===== src/rtl/drive_seq_pkg.sv =====
// Shared types and widths for the drive sequencer: FSM state encoding and bus widths.
package drive_seq_pkg;

   localparam int unsigned ERR_W       = 48;
   localparam int unsigned FRAME_CNT_W = 16;

   typedef enum logic [1:0] {
      ST_IDLE,
      ST_CAPTURE,
      ST_WAIT_RESULT,
      ST_FAULT
   } seq_state_e;

endpackage


===== src/rtl/drive_sequencer_err_clamp.sv =====
// Symmetric signed saturation of the CNN lane error to [-LIMIT, +LIMIT].
module err_clamp
   import drive_seq_pkg::*;
#(
   parameter logic signed [ERR_W-1:0] LIMIT = 48'sh0000_7FFF_FFFF
) (
   input  logic signed [ERR_W-1:0] err,
   output logic signed [ERR_W-1:0] clamped_c
);

   localparam logic signed [ERR_W-1:0] NEG_LIMIT = -LIMIT;

   // Both operands are 48-bit signed, so the compare never wraps.
   always_comb begin
      clamped_c = err;
      if (err > LIMIT) begin
         clamped_c = LIMIT;
      end else if (err < NEG_LIMIT) begin
         clamped_c = NEG_LIMIT;
      end
   end

endmodule


===== src/rtl/drive_sequencer.sv =====
// Frame-to-CNN-to-PID sequencer with result timeout, miss counting and FAULT lockout.
// Build option: SEQ_HOLD_LAST_EN re-issues the last PID error after each non-fatal timeout.
module drive_sequencer
   import drive_seq_pkg::*;
#(
   parameter int unsigned             FRAME_PIXELS   = 1024,
   parameter int unsigned             TIMEOUT_CYCLES = 4096,
   parameter logic signed [ERR_W-1:0] ERR_LIMIT      = 48'sh0000_7FFF_FFFF,
   parameter int unsigned             MAX_MISSES     = 3
) (
   input  logic                          clk,
   input  logic                          rst,
   input  logic                          i_enable,
   input  logic                          i_frame_sync,
   input  logic                          i_pixel_valid,
   output logic                          o_cnn_start,
   input  logic                          i_cnn_valid,
   input  logic signed [ERR_W-1:0]       i_cnn_error,
   output logic                          o_pid_valid,
   output logic signed [ERR_W-1:0]       o_pid_error,
   output logic                          o_busy,
   output logic                          o_timeout,
   output logic                          o_fault,
   output logic [FRAME_CNT_W-1:0]        o_frame_cnt
);

   localparam int unsigned PIX_W  = (FRAME_PIXELS > 1)   ? $clog2(FRAME_PIXELS)   : 1;
   localparam int unsigned TMR_W  = (TIMEOUT_CYCLES > 1) ? $clog2(TIMEOUT_CYCLES) : 1;
   localparam int unsigned MISS_W = $clog2(MAX_MISSES + 1) > 0 ? $clog2(MAX_MISSES + 1) : 1;

   localparam logic [PIX_W-1:0]  PIX_LAST  = PIX_W'(FRAME_PIXELS - 1);
   localparam logic [TMR_W-1:0]  TMR_LAST  = TMR_W'(TIMEOUT_CYCLES - 1);
   localparam logic [MISS_W-1:0] MISS_LAST = MISS_W'(MAX_MISSES - 1);

   seq_state_e               state;
   logic [PIX_W-1:0]         pix_cnt;
   logic [TMR_W-1:0]         timer;
   logic [MISS_W-1:0]        miss_cnt;
   logic signed [ERR_W-1:0]  clamped_c;

   err_clamp #(
      .LIMIT (ERR_LIMIT)
   ) u_err_clamp (
      .err       (i_cnn_error),
      .clamped_c (clamped_c)
   );

`ifdef SEQ_HOLD_LAST_EN
   logic hold_pend;
`endif

   // Sequencer FSM; pulse outputs default low each cycle and are set on the transition edge.
   always_ff @(posedge clk or posedge rst) begin
      if (rst) begin
         state       <= ST_IDLE;
         pix_cnt     <= '0;
         timer       <= '0;
         miss_cnt    <= '0;
         o_cnn_start <= 1'b0;
         o_pid_valid <= 1'b0;
         o_pid_error <= '0;
         o_busy      <= 1'b0;
         o_timeout   <= 1'b0;
         o_fault     <= 1'b0;
         o_frame_cnt <= '0;
`ifdef SEQ_HOLD_LAST_EN
         hold_pend   <= 1'b0;
`endif
      end else begin
         o_cnn_start <= 1'b0;
         o_timeout   <= 1'b0;
`ifdef SEQ_HOLD_LAST_EN
         o_pid_valid <= hold_pend;
         hold_pend   <= 1'b0;
`else
         o_pid_valid <= 1'b0;
`endif
         case (state)
            ST_IDLE: begin
               if (i_enable && i_frame_sync) begin
                  state       <= ST_CAPTURE;
                  pix_cnt     <= '0;
                  o_cnn_start <= 1'b1;
                  o_busy      <= 1'b1;
               end
            end

            ST_CAPTURE: begin
               if (!i_enable) begin
                  state  <= ST_IDLE;
                  o_busy <= 1'b0;
               end else if (i_pixel_valid) begin
                  if (pix_cnt == PIX_LAST) begin
                     state <= ST_WAIT_RESULT;
                     timer <= '0;
                  end else begin
                     pix_cnt <= pix_cnt + PIX_W'(1);
                  end
               end
            end

            // Abort outranks a result, and a result outranks the timer expiring.
            ST_WAIT_RESULT: begin
               if (!i_enable) begin
                  state  <= ST_IDLE;
                  o_busy <= 1'b0;
               end else if (i_cnn_valid) begin
                  state       <= ST_IDLE;
                  o_busy      <= 1'b0;
                  o_pid_error <= clamped_c;
                  o_pid_valid <= 1'b1;
                  miss_cnt    <= '0;
                  o_frame_cnt <= o_frame_cnt + FRAME_CNT_W'(1);
               end else if (timer == TMR_LAST) begin
                  o_timeout <= 1'b1;
                  o_busy    <= 1'b0;
                  miss_cnt  <= miss_cnt + MISS_W'(1);
                  if (miss_cnt == MISS_LAST) begin
                     state   <= ST_FAULT;
                     o_fault <= 1'b1;
                  end else begin
                     state <= ST_IDLE;
`ifdef SEQ_HOLD_LAST_EN
                     hold_pend <= 1'b1;
`endif
                  end
               end else begin
                  timer <= timer + TMR_W'(1);
               end
            end

            ST_FAULT: begin
               if (!i_enable) begin
                  state    <= ST_IDLE;
                  o_fault  <= 1'b0;
                  miss_cnt <= '0;
               end
            end

            default: begin
               state   <= ST_IDLE;
               o_busy  <= 1'b0;
               o_fault <= 1'b0;
            end
         endcase
      end
   end

endmodule


===== config.mk =====
export PLATFORM = sky130hd
export DESIGN_NAME = drive_sequencer
export DESIGN_NICKNAME = d
export VERILOG_FILES = /design/src/rtl/drive_seq_pkg.sv /design/src/rtl/drive_sequencer_err_clamp.sv /design/src/rtl/drive_sequencer.sv
export SDC_FILE = /design/constraint.sdc
export NUM_CORES = 1
export LEC_CHECK = 0
export ABC_AREA = 1
export CAP_MARGIN = 10
export CORE_UTILIZATION = 30
export DETAILED_ROUTE_END_ITERATION = 8
export GPL_ROUTABILITY_DRIVEN = 0
export GPL_TIMING_DRIVEN = 1
export MAX_ROUTING_LAYER = met4
export PLACE_DENSITY_LB_ADDON = 0.2
export SLEW_MARGIN = 25
export SYNTH_ARGS = -nofsm -noshare
export SYNTH_HDL_FRONTEND = slang
export SYNTH_SLANG_ARGS = --single-unit

===== constraint.sdc =====
create_clock -name clk -period 9.5 [get_ports clk]
set_input_delay 1.9 -clock clk [delete_from_list [all_inputs] [get_ports clk]]
set_output_delay 1.9 -clock clk [all_outputs]
set_load 0.005 [all_outputs]

==> flow_results.xml, run 1 <==
<?xml version="1.0" encoding="UTF-8"?>
<metrics>
  <group name="pwr">
    <metric name="netSwitchingFraction" unit="%">31.84</metric>
    <metric name="share_seq_of_total_power" unit="%">36.9</metric>
    <metric name="p_int" unit="mW">1.096</metric>
    <metric name="power.combinational.fraction" unit="%">38.1</metric>
    <metric name="leakagePower" unit="nW">3.267</metric>
    <metric name="irDropWorstVdd" unit="mV">0.09835</metric>
    <metric name="clock_power_share" unit="%">25.0</metric>
    <metric name="pwr_density_cell" unit="mW/mm²">228.3</metric>
    <metric name="switchingPower" unit="µW">511.8</metric>
  </group>
  <group name="global_routing">
    <metric name="grt_pass1_wl" unit="mm">23.50</metric>
    <metric name="vias_in_the_first_global_route" unit="">4552</metric>
    <metric name="grt_overflow" unit="">0</metric>
    <metric name="antenna_found_initial" unit="">0</metric>
    <metric name="pin_count_of_the_biggest_net_entering_global_routing" unit="">71</metric>
    <metric name="grtUsageTotal" unit="%">17.12</metric>
  </group>
  <group name="sta">
    <metric name="grt_setup_unrepaired" unit="">no</metric>
    <metric name="report.final.hold_viol_count" unit="">0</metric>
    <metric name="skew" unit="ns">0.008852</metric>
    <metric name="timing.final.max_slew_violations" unit="">0</metric>
    <metric name="maxSlewHeadroom" unit="%">44.34</metric>
    <metric name="min_period_over_period" unit="%">42.88</metric>
    <metric name="tns" unit="ns">0</metric>
    <metric name="final.hold.worst_slack" unit="ns">0.4824</metric>
    <metric name="worst-slew-pin-transition" unit="ns">0.8329</metric>
    <metric name="maxClockFrequency" unit="GHz">0.2455</metric>
    <metric name="timing.final.crit_period" unit="ns">4.074</metric>
    <metric name="setup_viol_count_final" unit="">0</metric>
  </group>
  <group name="worst_setup_path">
    <metric name="worstRegToRegCells" unit="">11</metric>
    <metric name="startpoint_types" unit="">primary input</metric>
    <metric name="critical_path_class" unit="">in -&gt; reg</metric>
    <metric name="worstPathArrival" unit="ns">4.33</metric>
    <metric name="critical_path.max_stage_delay" unit="ns">0.50</metric>
    <metric name="r2r_end" unit="">o_frame_cnt[15]</metric>
    <metric name="path_buf_inv" unit="">3</metric>
    <metric name="path_cells" unit="">clkdlybuf4s50_1, nor4_1, nand3b_1, o21ai_0, ha_1, inv_1, buf_4, a21oi_1, a21boi_0</metric>
    <metric name="r2r_slack" unit="ns">7.09</metric>
    <metric name="startpoint" unit="">i_cnn_error[19]</metric>
    <metric name="worst_path_dominant_cell_family" unit="">buffers and inverters</metric>
    <metric name="wp_data_required" unit="ns">9.76</metric>
    <metric name="timing.critical_path.slowest_stage_cell" unit="">sky130_fd_sc_hd__nor4_1</metric>
    <metric name="endpoint" unit="">o_pid_error[26]</metric>
    <metric name="critical_path_peak_fanout" unit="">41</metric>
    <metric name="timing.rr.start" unit="">state[0]</metric>
    <metric name="worst-path-stages" unit="">9</metric>
    <metric name="setup.worst_path.end_class" unit="">register</metric>
  </group>
  <group name="place">
    <metric name="buffer_ports.inserted" unit="">122</metric>
    <metric name="detailedPlacementHpwl" unit="mm">9.891</metric>
  </group>
  <group name="synth">
    <metric name="ys_ff_latch" unit="">95</metric>
    <metric name="post_synth_simple_gate_area" unit="%">32.34</metric>
    <metric name="synthesis.area" unit="mm²">0.005348</metric>
    <metric name="synth_mux_area_share" unit="%">0</metric>
    <metric name="syn-instance-count" unit="">678</metric>
    <metric name="syn_area_per_cell" unit="µm²">7.887</metric>
    <metric name="synthAdderAreaFrac" unit="%">2.340</metric>
    <metric name="synth-seq-area-share" unit="%">44.45</metric>
    <metric name="synth_cell_type_count" unit="">36</metric>
    <metric name="synth-compound-area-share" unit="%">10.83</metric>
    <metric name="synth_top_family_by_area" unit="">simple AND/OR/NAND/NOR gates</metric>
    <metric name="synth_area_leader_cell" unit="">sky130_fd_sc_hd__dfrtp_1</metric>
    <metric name="ys_top_cells_by_area" unit="">sky130_fd_sc_hd__dfrtp_1 44%, sky130_fd_sc_hd__nand2_1 13%, sky130_fd_sc_hd__nor2_1 4.6%</metric>
    <metric name="syn_nets" unit="">742</metric>
    <metric name="ys.warnings.count" unit="">0</metric>
    <metric name="synth_xor_xnor_area_share" unit="%">2.948</metric>
    <metric name="synth.top_cell.area_share" unit="%">44.45</metric>
  </group>
  <group name="clock_network">
    <metric name="cts_resized" unit="">0</metric>
    <metric name="ctsHtreeMaxLevel" unit="">3</metric>
    <metric name="maximum_clock_insertion_buffer_count" unit="">2</metric>
    <metric name="cts_buffers" unit="">9</metric>
    <metric name="post_cts_buffers" unit="">0</metric>
    <metric name="cts_root_buf" unit="">sky130_fd_sc_hd__clkbuf_16</metric>
    <metric name="holdBufCountCts" unit="">0</metric>
    <metric name="clk_pin_slew_worst_setup_hold_paths" unit="ns">0.07</metric>
    <metric name="cts.sink_count" unit="">95</metric>
    <metric name="clock_latency_at_the_later_pin_of_the_worst_skew_pair" unit="ns">0.35</metric>
    <metric name="tritoncts" unit="">done</metric>
  </group>
  <group name="finish">
    <metric name="finalNetCount" unit="">853</metric>
    <metric name="nFillCells" unit="">1764</metric>
    <metric name="layout.cells.most_common" unit="">sky130_fd_sc_hd__nand2_1</metric>
    <metric name="fraction_of_final_layout_cells_with_drive_strength_greater_than_1" unit="%">10.96</metric>
    <metric name="layout_common_cells" unit="">189 x sky130_fd_sc_hd__nand2_1, 122 x sky130_fd_sc_hd__clkdlybuf4s50_1, 95 x sky130_fd_sc_hd__dfrtp_1</metric>
    <metric name="syn_to_final_growth" unit="%">31.66</metric>
    <metric name="num_antenna_cells" unit="">0</metric>
  </group>
  <group name="die">
    <metric name="coreArea" unit="mm²">0.01736</metric>
    <metric name="io-pin-count" unit="">123</metric>
    <metric name="placement_rows" unit="">48</metric>
    <metric name="chipHeight" unit="µm">135.5</metric>
    <metric name="floorplan.die.width" unit="µm">135.5</metric>
    <metric name="starting_utilization_of_the_core_area" unit="%">30.81</metric>
    <metric name="die_area" unit="mm²">0.01836</metric>
  </group>
  <group name="run_status">
    <metric name="run_status" unit="">complete, no violations</metric>
  </group>
  <group name="flow_run">
    <metric name="maxCapViolCount" unit="">0</metric>
  </group>
  <group name="detailed_routing">
    <metric name="detail_route.first_pass.iterations" unit="">4</metric>
    <metric name="wirelength" unit="mm">14.21</metric>
    <metric name="avgRoutedWirePerCell" unit="µm">13.94</metric>
    <metric name="ant_nets" unit="">0</metric>
    <metric name="routed-via-count" unit="">4628</metric>
    <metric name="vias_per_cell" unit="">4.542</metric>
    <metric name="dr.first_iter.drc_count" unit="">141</metric>
    <metric name="drt_drc_violations_left" unit="">0</metric>
  </group>
  <group name="worst_hold_path">
    <metric name="timing.hold.worst.class" unit="">reg -&gt; reg</metric>
  </group>
</metrics>
==> worst reg2reg max path, stage by stage, from the launching register on <==
cell and delay (ns):
sky130_fd_sc_hd__dfrtp_1 0.42, sky130_fd_sc_hd__inv_1 0.13, sky130_fd_sc_hd__ha_1 0.32, sky130_fd_sc_hd__nand2_2 0.14
sky130_fd_sc_hd__nor2_4 0.65, sky130_fd_sc_hd__nand2_2 0.14, sky130_fd_sc_hd__nor2_4 0.15, sky130_fd_sc_hd__nand2_2 0.09
sky130_fd_sc_hd__nor2_4 0.12, sky130_fd_sc_hd__nand2_1 0.06, sky130_fd_sc_hd__nand2_1 0.06, sky130_fd_sc_hd__nand2_1 0.05
==> layout make-up <==
type / count / area (µm²) / area share, %
clock buffer: 10 / 229.0 / 3.252
clock inverter: 6 / 93.84 / 1.333
inverter: 59 / 224.0 / 3.181
multi-input combinational: 499 / 2591 / 36.80
sequential: 95 / 2377 / 33.77
tap: 225 / 281.5 / 3.999
timing repair buffer: 125 / 1244 / 17.66
==> cells in the mapped netlist <==
| library cell | count |
|---|---|
| sky130_fd_sc_hd__nand2_1 | 189 |
| sky130_fd_sc_hd__dfrtp_1 | 95 |
| sky130_fd_sc_hd__nor2_1 | 66 |
| sky130_fd_sc_hd__inv_1 | 56 |
| sky130_fd_sc_hd__a21oi_1 | 47 |
| sky130_fd_sc_hd__or2_2 | 31 |
| sky130_fd_sc_hd__a21boi_0 | 29 |
| sky130_fd_sc_hd__nand3_1 | 26 |
| sky130_fd_sc_hd__nand2_2 | 17 |
| sky130_fd_sc_hd__o21ai_0 | 17 |
| sky130_fd_sc_hd__nand4_1 | 12 |
| sky130_fd_sc_hd__xor2_1 | 11 |
| sky130_fd_sc_hd__clkbuf_1 | 10 |
| sky130_fd_sc_hd__ha_1 | 10 |
| sky130_fd_sc_hd__nor3_1 | 8 |
| sky130_fd_sc_hd__buf_2 | 7 |
| sky130_fd_sc_hd__xnor2_1 | 7 |
| sky130_fd_sc_hd__nor2_4 | 6 |
| sky130_fd_sc_hd__buf_4 | 4 |
| sky130_fd_sc_hd__nor2_2 | 4 |
| sky130_fd_sc_hd__nor4_1 | 4 |
| sky130_fd_sc_hd__inv_2 | 3 |
| sky130_fd_sc_hd__nand3b_1 | 3 |
| sky130_fd_sc_hd__a21boi_1 | 2 |
| sky130_fd_sc_hd__buf_6 | 2 |
| sky130_fd_sc_hd__nand2_4 | 2 |
| sky130_fd_sc_hd__and2_1 | 1 |
| sky130_fd_sc_hd__buf_12 | 1 |
| sky130_fd_sc_hd__dlymetal6s2s_1 | 1 |
| sky130_fd_sc_hd__nand3_2 | 1 |
| sky130_fd_sc_hd__nand3_4 | 1 |
| sky130_fd_sc_hd__nor3_2 | 1 |
| sky130_fd_sc_hd__nor3b_1 | 1 |
| sky130_fd_sc_hd__nor3b_2 | 1 |
| sky130_fd_sc_hd__o21bai_1 | 1 |
| sky130_fd_sc_hd__o21bai_4 | 1 |
==> power by group through the flow <==
stage	Clock [mW]	Sequential (mW)	Combinational, mW
final	0.403	0.593	0.612
after global routing	0.433	0.610	0.684
after CTS	0.414	0.596	0.622
after detailed placement	0	0.600	0.619
after global placement	0	0.605	0.612
after floorplan	0	0.598	0.320
==> worst min-delay path by stage <==
stage	to	slack, ns	depth (start not counted)	start
2_1_floorplan	miss_cnt[0]	0.45	2	miss_cnt[0]
3_3_place_gp	o_pid_error[46]	0.46	2	o_pid_error[46]
3_5_place_dp	o_pid_error[46]	0.47	2	o_pid_error[46]
4_1_cts	o_pid_error[46]	0.49	2	o_pid_error[46]
5_1_grt	o_pid_error[34]	0.51	2	o_pid_error[34]
6_report	o_pid_error[34]	0.48	2	o_pid_error[34]
==> flip-flops by register name, summed over array words and instances (netlist names) <==
signal,count
miss_cnt,2
o_busy,1
o_cnn_start,1
o_fault,1
o_frame_cnt,16
o_pid_error,48
o_pid_valid,1
o_timeout,1
pix_cnt,10
state,2
timer,12
==> stage by stage <==
step	worst slack, ns	power, mW	instance area (µm²)	instances	utilization, %
final	5.426	1.607	7041	1019	40.56
after global routing	5.192	1.727	7041	1019	40.56
after CTS	5.428	1.633	7041	1019	40.56
after detailed placement	5.063	1.220	6718	1003	38.70
after global placement	5.110	1.216	6718	1003	38.70
after floorplan	5.123	0.9170	5348	678	-
==> routing by layer <==
layer  vias to the layer above  part of all wire, %  routed length [µm]  track usage [%]
met2                        89                   45                6371            25.95
met4                         0                  2.1                 297            6.180
met5                         -                    0                   0                -
met1                      2133                   50                7038            22.62
met3                        19                  3.5                 501            3.330
li1                       2387                    -                   -                -
==> cells by family (layout without fill, tap and decap cells) <==
logic type,after synthesis,after routing
AO/OA/AOI/OAI,97,97
AND/OR/NAND/NOR,374,374
adder cells (fa/ha/maj),10,10
XOR/XNOR,18,18
flip-flops,95,95
buffers and inverters,84,200
Power figures use the tool's default switching activity.
==> run 2: changes to the inputs <==
==> constraint.sdc (replaced) <==
create_clock -name clk -period 3.99 [get_ports clk]
set_input_delay 0.798 -clock clk [delete_from_list [all_inputs] [get_ports clk]]
set_output_delay 0.798 -clock clk [all_outputs]
set_load 0.005 [all_outputs]
==> run 2 against run 1 <==
Effect of this change:
- sequential cell count is the same
- combinational power grew 140%
- register-to-register slack lost 5.3 ns
- via count shrank 0.17%
- global-route usage grew 0.10 points
- final area grew 0.68%
- clock power grew 140%
- worst setup slack lost 4.5 ns
- largest power group unchanged
- clock skew shrank 0.0046 ns
==> flow_results.xml, run 2 (synthesis gave the netlist of run 1 again) <==
<?xml version="1.0" encoding="UTF-8"?>
<metrics>
  <group name="global_routing">
    <metric name="grt_overflow" unit="">0</metric>
    <metric name="pin_count_of_the_biggest_net_entering_global_routing" unit="">60</metric>
    <metric name="vias_in_the_first_global_route" unit="">4446</metric>
    <metric name="antenna_found_initial" unit="">0</metric>
    <metric name="grtUsageTotal" unit="%">17.22</metric>
    <metric name="grt_pass1_wl" unit="mm">23.51</metric>
  </group>
  <group name="die">
    <metric name="die_area" unit="mm²">0.01836</metric>
    <metric name="starting_utilization_of_the_core_area" unit="%">30.81</metric>
    <metric name="floorplan.die.width" unit="µm">135.5</metric>
    <metric name="coreArea" unit="mm²">0.01736</metric>
    <metric name="placement_rows" unit="">48</metric>
    <metric name="io-pin-count" unit="">123</metric>
    <metric name="chipHeight" unit="µm">135.5</metric>
  </group>
  <group name="finish">
    <metric name="largest_register_ffs" unit="">48</metric>
    <metric name="layout.cells.most_common" unit="">sky130_fd_sc_hd__nand2_1</metric>
    <metric name="max_flop_register" unit="">o_pid_error</metric>
    <metric name="num_antenna_cells" unit="">0</metric>
    <metric name="reg_top3" unit="">o_pid_error x48, o_frame_cnt x16, timer x12</metric>
    <metric name="fraction_of_final_layout_cells_with_drive_strength_greater_than_1" unit="%">11.29</metric>
    <metric name="nFillCells" unit="">1802</metric>
    <metric name="finalNetCount" unit="">856</metric>
    <metric name="layout_common_cells" unit="">189 x sky130_fd_sc_hd__nand2_1, 122 x sky130_fd_sc_hd__clkdlybuf4s50_1, 95 x sky130_fd_sc_hd__dfrtp_1</metric>
    <metric name="syn_to_final_growth" unit="%">32.55</metric>
  </group>
  <group name="detailed_routing">
    <metric name="wirelength" unit="mm">14.45</metric>
    <metric name="avgRoutedWirePerCell" unit="µm">14.14</metric>
    <metric name="dr.first_iter.drc_count" unit="">247</metric>
    <metric name="ant_nets" unit="">0</metric>
    <metric name="vias_per_cell" unit="">4.521</metric>
    <metric name="drt_drc_violations_left" unit="">0</metric>
    <metric name="detail_route.first_pass.iterations" unit="">4</metric>
    <metric name="routed-via-count" unit="">4620</metric>
  </group>
  <group name="worst_setup_path">
    <metric name="setup.worst_path.end_class" unit="">register</metric>
    <metric name="wp_data_required" unit="ns">4.25</metric>
    <metric name="worstPathArrival" unit="ns">3.32</metric>
    <metric name="r2r_end" unit="">o_pid_error[24]</metric>
    <metric name="critical_path.max_stage_delay" unit="ns">0.59</metric>
    <metric name="startpoint_types" unit="">primary input</metric>
    <metric name="path_cells" unit="">clkdlybuf4s50_1, nor4_1, nand3b_1, o21ai_0, ha_1, inv_1, buf_4, a21oi_1, a21boi_0</metric>
    <metric name="worstRegToRegCells" unit="">8</metric>
    <metric name="critical_path_class" unit="">in -&gt; reg</metric>
    <metric name="timing.critical_path.slowest_stage_cell" unit="">sky130_fd_sc_hd__nor4_1</metric>
    <metric name="r2r_slack" unit="ns">1.78</metric>
    <metric name="timing.rr.start" unit="">state[0]</metric>
    <metric name="critical_path_peak_fanout" unit="">41</metric>
  </group>
  <group name="clock_network">
    <metric name="cts.sink_count" unit="">95</metric>
    <metric name="post_cts_buffers" unit="">0</metric>
    <metric name="ctsHtreeMaxLevel" unit="">3</metric>
    <metric name="holdBufCountCts" unit="">0</metric>
    <metric name="maximum_clock_insertion_buffer_count" unit="">2</metric>
    <metric name="cts_root_buf" unit="">sky130_fd_sc_hd__clkbuf_16</metric>
    <metric name="clk_pin_slew_worst_setup_hold_paths" unit="ns">0.07</metric>
    <metric name="cts_buffers" unit="">9</metric>
    <metric name="cts_resized" unit="">0</metric>
    <metric name="tritoncts" unit="">done</metric>
    <metric name="clock_latency_at_the_later_pin_of_the_worst_skew_pair" unit="ns">0.35</metric>
  </group>
  <group name="sta">
    <metric name="min_period_over_period" unit="%">76.72</metric>
    <metric name="maxSlewHeadroom" unit="%">57.76</metric>
    <metric name="skew" unit="ns">0.004290</metric>
    <metric name="tns" unit="ns">0</metric>
    <metric name="maxClockFrequency" unit="GHz">0.3267</metric>
    <metric name="fin_ws" unit="ns">0.9287</metric>
    <metric name="timing.final.max_slew_violations" unit="">0</metric>
    <metric name="setup_viol_count_final" unit="">0</metric>
    <metric name="timing.final.crit_period" unit="ns">3.061</metric>
    <metric name="grt_setup_unrepaired" unit="">no</metric>
    <metric name="final.hold.worst_slack" unit="ns">0.4810</metric>
    <metric name="report.final.hold_viol_count" unit="">0</metric>
    <metric name="worst-slew-pin-transition" unit="ns">0.6278</metric>
  </group>
  <group name="pwr">
    <metric name="pwr_density_cell" unit="mW/mm²">540.1</metric>
    <metric name="irDropWorstVdd" unit="mV">0.2888</metric>
    <metric name="clock_power_share" unit="%">24.9</metric>
    <metric name="power.combinational.fraction" unit="%">37.8</metric>
    <metric name="netSwitchingFraction" unit="%">31.73</metric>
    <metric name="share_seq_of_total_power" unit="%">37.2</metric>
    <metric name="leakagePower" unit="nW">3.291</metric>
    <metric name="total_power" unit="mW">3.828</metric>
    <metric name="p_int" unit="mW">2.613</metric>
    <metric name="switchingPower" unit="mW">1.215</metric>
  </group>
  <group name="worst_hold_path">
    <metric name="hold-path-endpoint" unit="">o_pid_error[41]</metric>
    <metric name="hold_path_depth" unit="">2</metric>
    <metric name="timing.hold.worst.class" unit="">reg -&gt; reg</metric>
    <metric name="hold_path_startpoint" unit="">o_pid_error[41]</metric>
  </group>
  <group name="place">
    <metric name="preCtsSetupSlack" unit="ns">0.5645</metric>
    <metric name="buffer_ports.inserted" unit="">122</metric>
    <metric name="detailedPlacementHpwl" unit="mm">10.27</metric>
  </group>
  <group name="flow_run">
    <metric name="maxCapViolCount" unit="">0</metric>
  </group>
  <group name="run_status">
    <metric name="run_status" unit="">complete, no violations</metric>
  </group>
</metrics>
[run 2: critical path, delay by kind of cell]
family                     cells  cell delay [ns]
adders and majority gates      1             0.34
and+or+nand+nor                2             0.71
buffers and inverters          3             0.93
AOI/OAI and AO/OA              3             0.53
[run 2: cell type report]
type	instances	area (µm²)	share of cell area [%]
Sequential cell	95	2377	33.54
Clock buffer	10	229.0	3.230
Clock inverter	6	93.84	1.324
Inverter	59	224.0	3.160
Multi-Input combinational cell	499	2591	36.56
Timing Repair Buffer	128	1291	18.22
Tap cell	225	281.5	3.972
[run 2: layer usage]
layer	share of wire, %	track usage, %	up-vias
li1	-	-	2385
met1	49	22.63	2144
met2	46	26.78	82
met3	3.7	3.292	9
met4	1.1	5.181	0
met5	0	-	-
[run 2: worst max-delay path by stage]
| stage | endpoint | depth (start not counted) | start | slack (ns) |
|---|---|---|---|---|
| final | o_pid_error[24] | 9 | i_cnn_error[19] | 0.93 |
| after global routing | o_pid_error[13] | 9 | i_cnn_error[19] | 0.75 |
| after CTS | o_pid_error[24] | 9 | i_cnn_error[19] | 0.93 |
| after detailed placement | o_pid_error[24] | 9 | i_cnn_error[19] | 0.56 |
| after global placement | o_pid_error[22] | 9 | i_cnn_error[19] | 0.61 |
| after floorplan | miss_cnt[0] | 1 | rst | 0.71 |
[run 2: power groups by stage]
stage	Clock [mW]	Combinational [mW]	Sequential, mW
after floorplan	0	0.761	1.42
after global placement	0	1.47	1.45
after detailed placement	0	1.47	1.44
after global routing	1.03	1.62	1.46
final	0.954	1.45	1.43
after CTS	0.997	1.48	1.43
[run 2: metrics by stage]
| stage | cells | util (%) | instance area, µm² |
|---|---|---|---|
| 6_report | 1022 | 40.84 | 7088 |
| 5_1_grt | 1022 | 40.84 | 7088 |
| 4_1_cts | 1022 | 40.84 | 7088 |
| 3_5_place_dp | 1006 | 38.98 | 6765 |
| 3_3_place_gp | 1006 | 38.98 | 6765 |
| 2_1_floorplan | 678 | - | 5348 |
